[src/rtl/flash_region_loader_pkg.sv]
// ============================================================================
// Module : flash_region_loader_pkg
// Brief  : Region table types and slicing helper for the boot-time copier.
// Rev    : 1.0  initial release
// ============================================================================
`default_nettype none

package flash_region_loader_pkg;

   localparam int MAX_REGIONS = 8;
   localparam int ADDR_W      = 24;
   localparam int TBL_W       = MAX_REGIONS * ADDR_W;

   typedef enum logic [2:0] {
      ST_IDLE   = 3'd0,
      ST_SELECT = 3'd1,
      ST_OPEN   = 3'd2,
      ST_LO     = 3'd3,
      ST_HI     = 3'd4,
      ST_WRITE  = 3'd5,
      ST_CLOSE  = 3'd6,
      ST_DONE   = 3'd7
   } state_t;

   typedef struct packed {
      logic [ADDR_W-1:0] src;
      logic [ADDR_W-1:0] dst;
      logic [ADDR_W-1:0] size;
   } region_t;

   // Tables are zero-padded to MAX_REGIONS entries; entry 0 sits in the LSBs.
   function automatic region_t get_region(input logic [TBL_W-1:0] src_tbl,
                                          input logic [TBL_W-1:0] dst_tbl,
                                          input logic [TBL_W-1:0] size_tbl,
                                          input logic [2:0]       idx);
      region_t r;
      r.src  = src_tbl[idx*ADDR_W +: ADDR_W];
      r.dst  = dst_tbl[idx*ADDR_W +: ADDR_W];
      r.size = size_tbl[idx*ADDR_W +: ADDR_W];
      return r;
   endfunction

endpackage

`default_nettype wire

[src/rtl/flash_region_loader.sv]
// ============================================================================
// Module : flash_region_loader
// Brief  : Copies enabled flash regions into SD-RAM as little-endian words.
// Rev    : 1.0  initial release
// ============================================================================
`default_nettype none

module flash_region_loader
   import flash_region_loader_pkg::*;
#(
   parameter int                        NUM_REGIONS = 3,
   parameter logic [NUM_REGIONS*24-1:0] REGION_SRC  = {24'h10_0000, 24'h12_0000, 24'h1F_0000},
   parameter logic [NUM_REGIONS*24-1:0] REGION_DST  = {24'h70_0000, 24'h72_0000, 24'h77_E000},
   parameter logic [NUM_REGIONS*24-1:0] REGION_SIZE = {24'h02_0000, 24'h00_4000, 24'h00_2000},
   parameter bit                        AUTO_START  = 1'b1
) (
   input  logic                   clk,
   input  logic                   reset_n,
   input  logic                   start,
   input  logic [NUM_REGIONS-1:0] region_en,
   output logic                   busy,
   output logic                   done,
   output logic [2:0]             cur_region,
   output logic                   flash_req,
   output logic [23:0]            flash_addr,
   output logic                   flash_stop,
   input  logic                   flash_valid,
   input  logic [7:0]             flash_data,
   output logic                   flash_ready,
   output logic                   ram_wr_req,
   output logic [23:0]            ram_addr,
   output logic [15:0]            ram_data,
   output logic [1:0]             ram_be,
   input  logic                   ram_wr_ack
);

   localparam logic [TBL_W-1:0] SRC_TBL  = TBL_W'(REGION_SRC);
   localparam logic [TBL_W-1:0] DST_TBL  = TBL_W'(REGION_DST);
   localparam logic [TBL_W-1:0] SIZE_TBL = TBL_W'(REGION_SIZE);

   state_t      state_q, state_d;
   logic [3:0]  idx_q, idx_d;
   logic [23:0] rem_q, rem_d;
   logic [23:0] off_q, off_d;
   logic [7:0]  lo_q, lo_d;
   logic [7:0]  hi_q, hi_d;
   logic [1:0]  be_q, be_d;
   logic        done_q, done_d;
   logic        auto_q, auto_d;

   logic [MAX_REGIONS-1:0] en_pad;
   region_t                cur_rgn;

   assign en_pad  = MAX_REGIONS'(region_en);
   assign cur_rgn = get_region(SRC_TBL, DST_TBL, SIZE_TBL, idx_q[2:0]);

   always_ff @(posedge clk or negedge reset_n) begin
      if (!reset_n) begin
         state_q <= ST_IDLE;
         idx_q   <= '0;
         rem_q   <= '0;
         off_q   <= '0;
         lo_q    <= '0;
         hi_q    <= '0;
         be_q    <= '0;
         done_q  <= 1'b0;
         auto_q  <= AUTO_START;
      end else begin
         state_q <= state_d;
         idx_q   <= idx_d;
         rem_q   <= rem_d;
         off_q   <= off_d;
         lo_q    <= lo_d;
         hi_q    <= hi_d;
         be_q    <= be_d;
         done_q  <= done_d;
         auto_q  <= auto_d;
      end
   end

   always_comb begin
      state_d = state_q;
      idx_d   = idx_q;
      rem_d   = rem_q;
      off_d   = off_q;
      lo_d    = lo_q;
      hi_d    = hi_q;
      be_d    = be_q;
      done_d  = done_q;
      auto_d  = auto_q;
      case (state_q)
         ST_IDLE: begin
            if (start || auto_q) begin
               state_d = ST_SELECT;
               idx_d   = '0;
               done_d  = 1'b0;
               auto_d  = 1'b0;
            end
         end
         ST_SELECT: begin
            if (idx_q == 4'(NUM_REGIONS)) begin
               state_d = ST_DONE;
               done_d  = 1'b1;
            end else if (!en_pad[idx_q[2:0]] || (cur_rgn.size == '0)) begin
               idx_d = idx_q + 4'd1;
            end else begin
               rem_d   = cur_rgn.size;
               off_d   = '0;
               state_d = ST_OPEN;
            end
         end
         ST_OPEN: state_d = ST_LO;
         ST_LO: begin
            if (flash_valid) begin
               lo_d  = flash_data;
               hi_d  = 8'h00;
               rem_d = rem_q - 24'd1;
               if (rem_q == 24'd1) begin
                  be_d    = 2'b01;
                  state_d = ST_WRITE;
               end else begin
                  state_d = ST_HI;
               end
            end
         end
         ST_HI: begin
            if (flash_valid) begin
               hi_d    = flash_data;
               rem_d   = rem_q - 24'd1;
               be_d    = 2'b11;
               state_d = ST_WRITE;
            end
         end
         ST_WRITE: begin
            if (ram_wr_ack) begin
               off_d   = off_q + 24'd2;
               state_d = (rem_q == '0) ? ST_CLOSE : ST_LO;
            end
         end
         ST_CLOSE: begin
            idx_d   = idx_q + 4'd1;
            state_d = ST_SELECT;
         end
         ST_DONE: state_d = ST_IDLE;
         default: state_d = ST_IDLE;
      endcase
   end

   // Word outputs are gated to the WRITE state so the port reads zero otherwise.
   always_comb begin
      busy        = (state_q != ST_IDLE) && (state_q != ST_DONE);
      done        = done_q;
      cur_region  = busy ? idx_q[2:0] : 3'd0;
      flash_req   = (state_q == ST_OPEN);
      flash_addr  = (state_q == ST_OPEN) ? cur_rgn.src : 24'd0;
      flash_stop  = (state_q == ST_CLOSE);
      flash_ready = (state_q == ST_LO) || (state_q == ST_HI);
      ram_wr_req  = (state_q == ST_WRITE);
      ram_addr    = ram_wr_req ? (cur_rgn.dst + off_q) : 24'd0;
      ram_data    = ram_wr_req ? {hi_q, lo_q} : 16'd0;
      ram_be      = ram_wr_req ? be_q : 2'b00;
   end

endmodule

`default_nettype wire

[config.mk]
export PLATFORM = sky130hd
export DESIGN_NAME = flash_region_loader
export DESIGN_NICKNAME = d
export VERILOG_FILES = /design/src/rtl/flash_region_loader_pkg.sv /design/src/rtl/flash_region_loader.sv
export SDC_FILE = /design/constraint.sdc
export NUM_CORES = 1
export LEC_CHECK = 0
export BUFFER_PORTS_ARGS = -buffer_cell sky130_fd_sc_hd__buf_2
export CORE_AREA = 4 4 98 100
export CTS_BUF_LIST = sky130_fd_sc_hd__clkbuf_16
export DETAILED_ROUTE_END_ITERATION = 8
export DIE_AREA = 0 0 102 104
export PLACE_DENSITY = 0.8
export SYNTH_ARGS = -nofsm -noshare
export SYNTH_HDL_FRONTEND = slang
export SYNTH_SLANG_ARGS = --single-unit
export TNS_END_PERCENT = 50
[constraint.sdc]
create_clock -name clk -period 3.15 [get_ports clk]
set_input_delay 0.4725 -clock clk [delete_from_list [all_inputs] [get_ports clk]]
set_output_delay 0.4725 -clock clk [all_outputs]
set_load 0.05 [all_outputs]
==> results of run 1 <==
[area by class of cell]
cell class | instances | area [um^2] | area share
Sequential cell | 74 | 1853 | 0.3339
Multi-Input combinational cell | 424 | 2709 | 0.4882
Tap cell | 108 | 135.1 | 0.02435
Timing Repair Buffer | 86 | 509.2 | 0.09177
Inverter | 13 | 48.80 | 0.008794
Clock buffer | 9 | 225.2 | 0.04059
Clock inverter | 7 | 68.82 | 0.01240
[timing repair]
item,4_1_cts,5_1_grt
resized for setup,10,20
endpoints found under the setup margin,6,6
endpoints found under the hold margin,0,0
pin swaps,1,10
setup buffers,0,4
[logic make-up (layout without fill, tap and decap cells)]
family,after synthesis,after routing,share of synthesized area
AO/OA/AOI/OAI,62,62,0.09130
XOR/XNOR,46,46,0.08596
adder cells (fa/ha/maj),19,19,0.05232
buffers and inverters,57,115,0.06514
flip-flops,74,74,0.3954
multiplexers,4,4,0.008809
other,1,20,0.0008001
AND/OR/NAND/NOR,273,273,0.3003
[metrics by stage]
step	instances	utilization	hold WS, ns	power [mW]	worst slack [ns]
CTS	717	0.6254	0.2270	4.804	-0.01320
global route	721	0.6394	0.2696	5.215	-0.03369
floorplan	555	-	0.1769	3.231	-0.09231
finish	721	0.6394	0.2057	4.896	0.09046
detailed placement	701	0.5884	0.4548	3.755	0.1608
global placement	701	0.5884	0.4519	3.686	0.3066
[state kept, by name, indices dropped and copies added, names as in the netlist]
register  flops
off_q        23
lo_q          8
hi_q          8
idx_q         4
state_q       3
be_q          2
done          1
rem_q        24
auto_q        1
[layer usage]
metal  up-vias  wire [um]  GRT usage  part of all wire
met5         -          0          0                 0
met4         0         80    0.05811            0.0070
met3        10        652    0.04091             0.057
met2       132       5742     0.3565              0.50
met1      1996       4932     0.2826              0.43
li1       1946          -          -                 -
[report_power, final]
part | switching [mW] | total (mW) | leakage, nW | internal, mW
combinational | 1.57 | 2.39 | 1.63 | 0.823
clock | 0.396 | 1.01 | 0.142 | 0.611
sequential | 0.285 | 1.50 | 0.985 | 1.21
[final timing paths]
check | startpoint | to | slack (ns) | depth (start not counted)
setup / recovery | idx_q[0] | ram_addr[18] | 0.09 | 12
hold / removal | reset_n | off_q[9] | 0.21 | 1
setup reg to reg | state_q[0] | rem_q[17] | 0.46 | 4
hold reg to reg | lo_q[2] | lo_q[2] | 0.47 | 2
max in group asynchronous | reset_n | hi_q[7] | 2.25 | 2
min in group clk | flash_data[2] | lo_q[2] | 0.36 | 3
[critical path, cell delays in order (launching register included)]
cell and delay (ns):
dfrtp_1 0.39, inv_2 0.09, ha_2 0.18, nor2b_4 0.18
buf_6 0.16, ha_4 0.22, a211oi_4 0.24, buf_4 0.15
o21bai_1 0.07, a21oi_1 0.17, xor2_1 0.17, nor2_1 0.05
buf_4 0.19
[placed cells by master (no fill, tap or decap), types with 3 or more instances in the layout]
cell and n:
nor3_1 23, buf_2 64, nand4_1 14, buf_4 18, nand2b_1 5, or2_2 4
nand4b_1 4, or4_1 3, and2_1 36, or3_1 3, ha_4 4, xnor2_1 15
nand3_1 15, clkinv_2 3, nand2_1 54, dfrtp_1 73, o22ai_1 4, a22o_1 9
a21o_1 6, clkbuf_16 9, conb_1 20, nor2_1 70, and4_1 5, xor2_1 31
ha_1 13, buf_6 3, a21oi_1 11, inv_1 11, mux2i_1 3, nor2b_1 5
o21ai_0 9, nand3b_1 4, nor4_1 9, and3_1 5
==> results.txt, run 1 <==
Rows = 34
clk_skew = 0.01036 ns
area leader, netlist = dfrtp_1
peak supply drop = 394.3 uV
Final min period = 3.060 ns
top-count cell post-synth = dfrtp_1
arrival time worst endpoint = 2.59 ns
worst-skew pair later-pin latency = 0.33 ns
CTS clk-pin slew, worst paths = 0.06 ns
WP data required = 2.68 ns
Max Slew Vio Count = 0
routed wire length = 11410 um
slew margin rel. = 0.2041
TritonCTS clock tree = built
Synth top cells by count = dfrtp_1, nor2_1, nand2_1
initial antenna violation count = 0
Net count, final = 643
share of layout cells above drive strength 1 = 0.2153
I/O Buffers = 70
Die W = 102 um
cells after synthesis = 536
Syn. warnings = 0
vias in the first global route = 3917
# IOs = 91
syn avg cell area = 8.744 um^2
status = finished, final reports clean
leak pwr = 2.760 nW
clock buffer depth = 2
die footprint = 10610 um^2
htree depth = 3
Remaining Overflow, GRT = 0
Initial Util = 0.5401
clock sink total = 74
Final setup viols = 0
top cells by area, synth = dfrtp_1, xor2_1, nor2_1
final critical-path share of the clock period = 0.9713
DRT Pass-1 Iters = 5
Synth Cell Area = 4687 um^2
#FFs+latches synth = 74
Die Ht = 104 um
drt drc = 0
synth unique cells = 61
core area = 8678 um^2
Post-synth ARST share = 1.000
power per cell area = 882.4 nW/um^2
fillers = 702
post-synth top area share = 0.3897
fmax = 326.8 MHz
crit start category = flip-flop
HP Class = in -> async
Post-synth top flop = dfrtp_1
clock root cell = clkbuf_16
CTS buffer count = 9
register area share after synthesis = 0.3954
post-DR wirelength/cell = 15.82 um
WS Path Type = reg -> out
placed instance area = 5106 um^2
fin area = 5549 um^2
Diodes inserted = 0
setup TNS = 0 ns
first-pass GRT wire length = 18690 um
Slew @ Worst Pin = 1.189 ns
# Max-Cap Violations = 0
Total GRT Usage = 0.2140
crit end category = output pin
gp weighted congestion = 0.9060
hold_buf cts = 0
CP Max Fanout = 7
Area growth, synth to finish = 18.39%
Post-synth EDFFs = 0
final hold vios = 0
via count = 4084
Routed Antenna Nets = 0
1st-iter DRT viols = 249
largest net degree at the start of global routing = 45
Via density = 5.664
post-DP HPWL = 7995 um
Power figures use the tool's default switching activity.
==> run 2: changes to the inputs <==
--- a/config.mk
+++ b/config.mk
@@ -6,10 +6,10 @@
 export NUM_CORES = 1
 export LEC_CHECK = 0
 export BUFFER_PORTS_ARGS = -buffer_cell sky130_fd_sc_hd__buf_2
-export CORE_AREA = 4 4 98 100
+export CORE_AREA = 4 4 116 85
 export CTS_BUF_LIST = sky130_fd_sc_hd__clkbuf_16
 export DETAILED_ROUTE_END_ITERATION = 8
-export DIE_AREA = 0 0 102 104
+export DIE_AREA = 0 0 120 89
 export PLACE_DENSITY = 0.8
 export SYNTH_ARGS = -nofsm -noshare
 export SYNTH_HDL_FRONTEND = slang
==> constraint.sdc (replaced) <==
create_clock -name clk -period 3.15 [get_ports clk]
set_input_delay 0.315 -clock clk [delete_from_list [all_inputs] [get_ports clk]]
set_output_delay 0.315 -clock clk [all_outputs]
set_load 0.05 [all_outputs]
==> results.txt, run 2 (synthesis results as in run 1) <==
switching pwr = 2.223 mW
Die W = 120 um
first-pass GRT wire length = 19000 um
1st-iter DRT viols = 358
post-DR wirelength/cell = 15.69 um
htree depth = 3
Gate power share = 0.473
fin area = 5454 um^2
Net count, final = 639
CP Max Fanout = 4
power per cell area = 895.2 nW/um^2
clk_skew = 0.006343 ns
crit start category = flip-flop
postcts setup bufs = 0
Sw Ratio = 0.4553
Largest regs = rem_q: 24 flops, off_q: 23 flops
crit end category = output pin
Via density = 5.583
gp weighted congestion = 0.8918
pre-CTS setup slack = 0.4000 ns
Area growth, synth to finish = 16.36%
CTS clk-pin slew, worst paths = 0.06 ns
Diodes inserted = 0
Final setup viols = 0
DRT Pass-1 Iters = 5
largest net degree at the start of global routing = 39
RSZ-0062 raised after global routing = true
Remaining Overflow, GRT = 0
drt drc = 0
placed instance area = 5121 um^2
share of layout cells above drive strength 1 = 0.1839
Die Ht = 89 um
Final min period = 3.028 ns
clock root cell = clkbuf_16
Max Slew Vio Count = 0
Reg with most FFs = rem_q
post-DP HPWL = 8268 um
slew margin rel. = 0.4171
commonest non-fill, non-tap cell in the layout = dfrtp_1
HP Class = in -> async
number of flip-flops in the largest register = 24
vias in the first global route = 3818
Initial Util = 0.5316
leak pwr = 2.738 nW
Slew @ Worst Pin = 0.8743 ns
Final WS setup = 0.1222 ns
TritonCTS clock tree = built
Rows = 29
core area = 8817 um^2
final critical-path share of the clock period = 0.9612
peak supply drop = 291.8 uV
arrival time worst endpoint = 2.71 ns
Reg2Reg Setup Slack = 0.63 ns
WS Path Type = reg -> out
# Max-Cap Violations = 0
clock sink total = 74
status = finished, final reports clean
Reg power frac = 0.307
routed wire length = 11500 um
worst-skew pair later-pin latency = 0.34 ns
Clock power frac = 0.220
die footprint = 10680 um^2
Total GRT Usage = 0.2199
clock buffer depth = 2
fillers = 780
WP data required = 2.83 ns
# IOs = 91
initial antenna violation count = 0
final hold vios = 0
Int Power = 2.660 mW
fmax = 330.3 MHz
I/O Buffers = 70
CTS buffer count = 9
Routed Antenna Nets = 0
via count = 4092
most frequent cells in the layout = dfrtp_1, nor2_1, buf_2, nand2_1, and2_1
==> run 2: critical path, cell delays in order, from the launching register on <==
cell and delay [ns]:
dfrtp_1 0.35, inv_1 0.08, ha_1 0.21, nor2b_2 0.17
ha_1 0.24, fa_2 0.39, a211oi_1 0.24, nor2_1 0.11
o22ai_1 0.15, xor2_1 0.17, nor2_1 0.05, clkbuf_4 0.21
==> run 2: worst paths after layout <==
path / from / cells after the start / to
min: reset_n / 1 / idx_q[3]
max reg2reg: idx_q[0] / 8 / off_q[12]
max in group asynchronous: reset_n / 2 / auto_q
max: idx_q[0] / 11 / ram_addr[21]
min in group clk: flash_data[5] / 3 / lo_q[5]
min reg2reg: lo_q[1] / 2 / lo_q[1]
==> run 2: metrics by stage <==
step | cells | utilization | setup TNS [ns] | total power, mW | hold slack [ns]
after floorplan | 555 | - | 0 | 3.229 | 0.01941
after detailed placement | 717 | 0.5808 | 0 | 3.761 | 0.4597
after global placement | 717 | 0.5808 | 0 | 3.681 | 0.4480
final | 733 | 0.6186 | 0 | 4.882 | 0.08436
after CTS | 733 | 0.6160 | 0 | 4.859 | 0.1160
after global routing | 733 | 0.6186 | -0.1090 | 5.193 | 0.1636
==> run 2: timing repair <==
action                                  in CTS  in global routing
hold buffers                                 0                  0
resized for setup                            0                 10
endpoints found under the setup margin       0                  7
==> run 2: power groups by stage <==
stage | combinational [mW] | sequential (mW) | clock [mW]
after floorplan | 1.83 | 1.40 | 0
after global placement | 2.20 | 1.48 | 0
after detailed placement | 2.26 | 1.50 | 0
after CTS | 2.28 | 1.49 | 1.08
after global routing | 2.52 | 1.55 | 1.13
final | 2.31 | 1.50 | 1.07
==> run 2: layout make-up <==
cell class	instances	area, um^2	area share
inverter	13	48.80	0.008947
tap	124	155.1	0.02845
multi-input combinational	424	2621	0.4806
timing repair buffer	82	465.4	0.08534
clock inverter	7	85.08	0.01560
clock buffer	9	225.2	0.04129
sequential	74	1853	0.3398
==> run 2: layer usage <==
layer / up-vias / global-route usage / wire, um
met5: - / 0 / 0
met4: 0 / 0.05925 / 157
met3: 22 / 0.05313 / 767
met2: 143 / 0.3400 / 5116
met1: 1981 / 0.3130 / 5458
li1: 1946 / - / -
==> run 3: changes to the inputs <==
--- a/config.mk
+++ b/config.mk
@@ -6,11 +6,13 @@
 export NUM_CORES = 1
 export LEC_CHECK = 0
 export BUFFER_PORTS_ARGS = -buffer_cell sky130_fd_sc_hd__buf_2
-export CORE_AREA = 4 4 116 85
+export CELL_PAD_IN_SITES_DETAIL_PLACEMENT = 0
+export CELL_PAD_IN_SITES_GLOBAL_PLACEMENT = 1
+export CORE_AREA = 4 4 132 96
 export CTS_BUF_LIST = sky130_fd_sc_hd__clkbuf_16
 export DETAILED_ROUTE_END_ITERATION = 8
-export DIE_AREA = 0 0 120 89
-export PLACE_DENSITY = 0.8
+export DIE_AREA = 0 0 136 100
+export PLACE_DENSITY = 0.81
 export SYNTH_ARGS = -nofsm -noshare
 export SYNTH_HDL_FRONTEND = slang
 export SYNTH_SLANG_ARGS = --single-unit
==> results.txt, run 3 (synthesis results as in run 1) <==
WS Path Type = reg -> out
clock buffer depth = 2
Sw Ratio = 0.4693
TritonCTS clock tree = built
die footprint = 13600 um^2
pre-CTS setup slack = 0.2918 ns
Placed Cells = 751
post-DP HPWL = 8440 um
# Max-Cap Violations = 0
Non-Filler Instances = 767
Net count, final = 640
Slowest cell on crit path = fa_2
Clock power frac = 0.198
status = finished, final reports clean
crit-path leading delay family = adder cells
clk_skew = 0.007830 ns
HP Class = in -> reg
Final min period = 2.990 ns
clock sink total = 74
initial antenna violation count = 0
fillers = 1125
most frequent cells in the layout = nor2_1, dfrtp_1, buf_2, nand2_1, and2_1
first-pass GRT wire length = 19440 um
Rows = 33
WP data required = 2.83 ns
power per cell area = 870.7 nW/um^2
slew margin rel. = 0.3683
CP Max Fanout = 4
post-cts resize count = 1
fmax = 334.5 MHz
Die Ht = 100 um
Hold Startpoint = flash_data[0]
largest net degree at the start of global routing = 75
via count = 4079
Reg power frac = 0.308
htree depth = 3
DRT Pass-1 Iters = 4
routed wire length = 11760 um
Reg2Reg Setup Slack = 0.61 ns
Slew @ Worst Pin = 0.9475 ns
slowest stage delay, CP = 0.39 ns
Worst Path Buf+Inv = 2
Largest regs = rem_q: 24 flops, off_q: 23 flops
crit path from = idx_q[0]
Diodes inserted = 0
Crit path top cell by count = ha_1
number of flip-flops in the largest register = 24
Die W = 136 um
hold_buf cts = 0
# IOs = 91
core area = 11440 um^2
gp weighted congestion = 0.8193
leak pwr = 2.740 nW
Routed Antenna Nets = 0
Initial Util = 0.4098
share of layout cells above drive strength 1 = 0.1951
r2r startpoint = idx_q[1]
Via density = 5.318
crit start category = flip-flop
clock root cell = clkbuf_16
Max Slew Vio Count = 0
CTS clk-pin slew, worst paths = 0.06 ns
worst-path cell chain = inv_1, ha_1, nor2b_4, ha_1, fa_2, a21oi_1, nand4b_1, nand3b_1, xnor2_1, nor2_1, buf_4
Final setup viols = 0
Gate power share = 0.494
arrival time worst endpoint = 2.67 ns
final core occ = 0.4793
postcts setup bufs = 0
crit end category = output pin
worst-skew pair later-pin latency = 0.34 ns
switching pwr = 2.240 mW
final critical-path share of the clock period = 0.9491
post-DR wirelength/cell = 15.33 um
1st-iter DRT viols = 211
Area growth, synth to finish = 16.95%
setup TNS = 0 ns
Final WS setup = 0.1602 ns
RSZ-0062 raised after global routing = false
Remaining Overflow, GRT = 0
Int Power = 2.533 mW
vias in the first global route = 3833
Reg with most FFs = rem_q
I/O Buffers = 70
CTS buffer count = 9
peak supply drop = 553.8 uV
Total GRT Usage = 0.1777
final hold vios = 0
drt drc = 0
run 3: cell types whose count changed in the layout (fill, tap and decap cells not counted), moves of 2 or more:
cell,delta
buf_4,+2
bufinv_16,-2
clkbuf_4,-2
clkinv_1,-2
clkinvlp_4,+2
run 3: per-layer routing:
layer | vias up | track usage | wire (um)
met5 | - | 0 | 0
met4 | 0 | 0.05112 | 168
met3 | 18 | 0.04609 | 735
met2 | 123 | 0.2571 | 4993
met1 | 1995 | 0.2622 | 5860
li1 | 1943 | - | -
run 3: worst reg2reg max path, cell delays in order (launching register included):
cell and delay (ns):
dfrtp_1 0.35, buf_4 0.17, ha_1 0.17, or3b_2 0.47, and3_1 0.23, and3_1 0.45
nand2b_1 0.36, a22o_1 0.23
run 3: path summary, 6_finish.rpt:
kind                           endpoint  cells after the start
min                             lo_q[0]                      3
max                        ram_addr[19]                     11
min reg2reg                     lo_q[2]                      2
max in group asynchronous      idx_q[2]                      2
max reg2reg                   rem_q[17]                      7
min in group asynchronous      idx_q[3]                      2
run 3: cell type report:
| type | instances | area [um^2] | share of cell area |
|---|---|---|---|
| multi-input cells | 424 | 2640 | 0.4816 |
| flip-flops and latches | 74 | 1854 | 0.3383 |
| repair buffers | 83 | 470.5 | 0.08583 |
| clock buffers | 9 | 225.2 | 0.04109 |
| well taps | 157 | 196.4 | 0.03584 |
| inverters | 13 | 48.80 | 0.008902 |
| clock inverters | 7 | 46.29 | 0.008446 |
run 3: power by group through the flow:
stage	Combinational (mW)	Clock (mW)	Sequential (mW)
floorplan	1.83	0	1.40
global placement	2.30	0	1.46
detailed placement	2.33	0	1.48
CTS	2.35	0.971	1.47
global route	2.60	1.01	1.52
finish	2.36	0.945	1.47
run 3: metrics by stage:
step | total power, mW | hold WS, ns | cell area [um^2]
finish | 4.773 | 0.1791 | 5482
global placement | 3.760 | 0.4496 | 5170
detailed placement | 3.813 | 0.4544 | 5170
floorplan | 3.229 | 0.01941 | 4763
CTS | 4.785 | 0.1722 | 5444
global route | 5.127 | 0.1795 | 5482
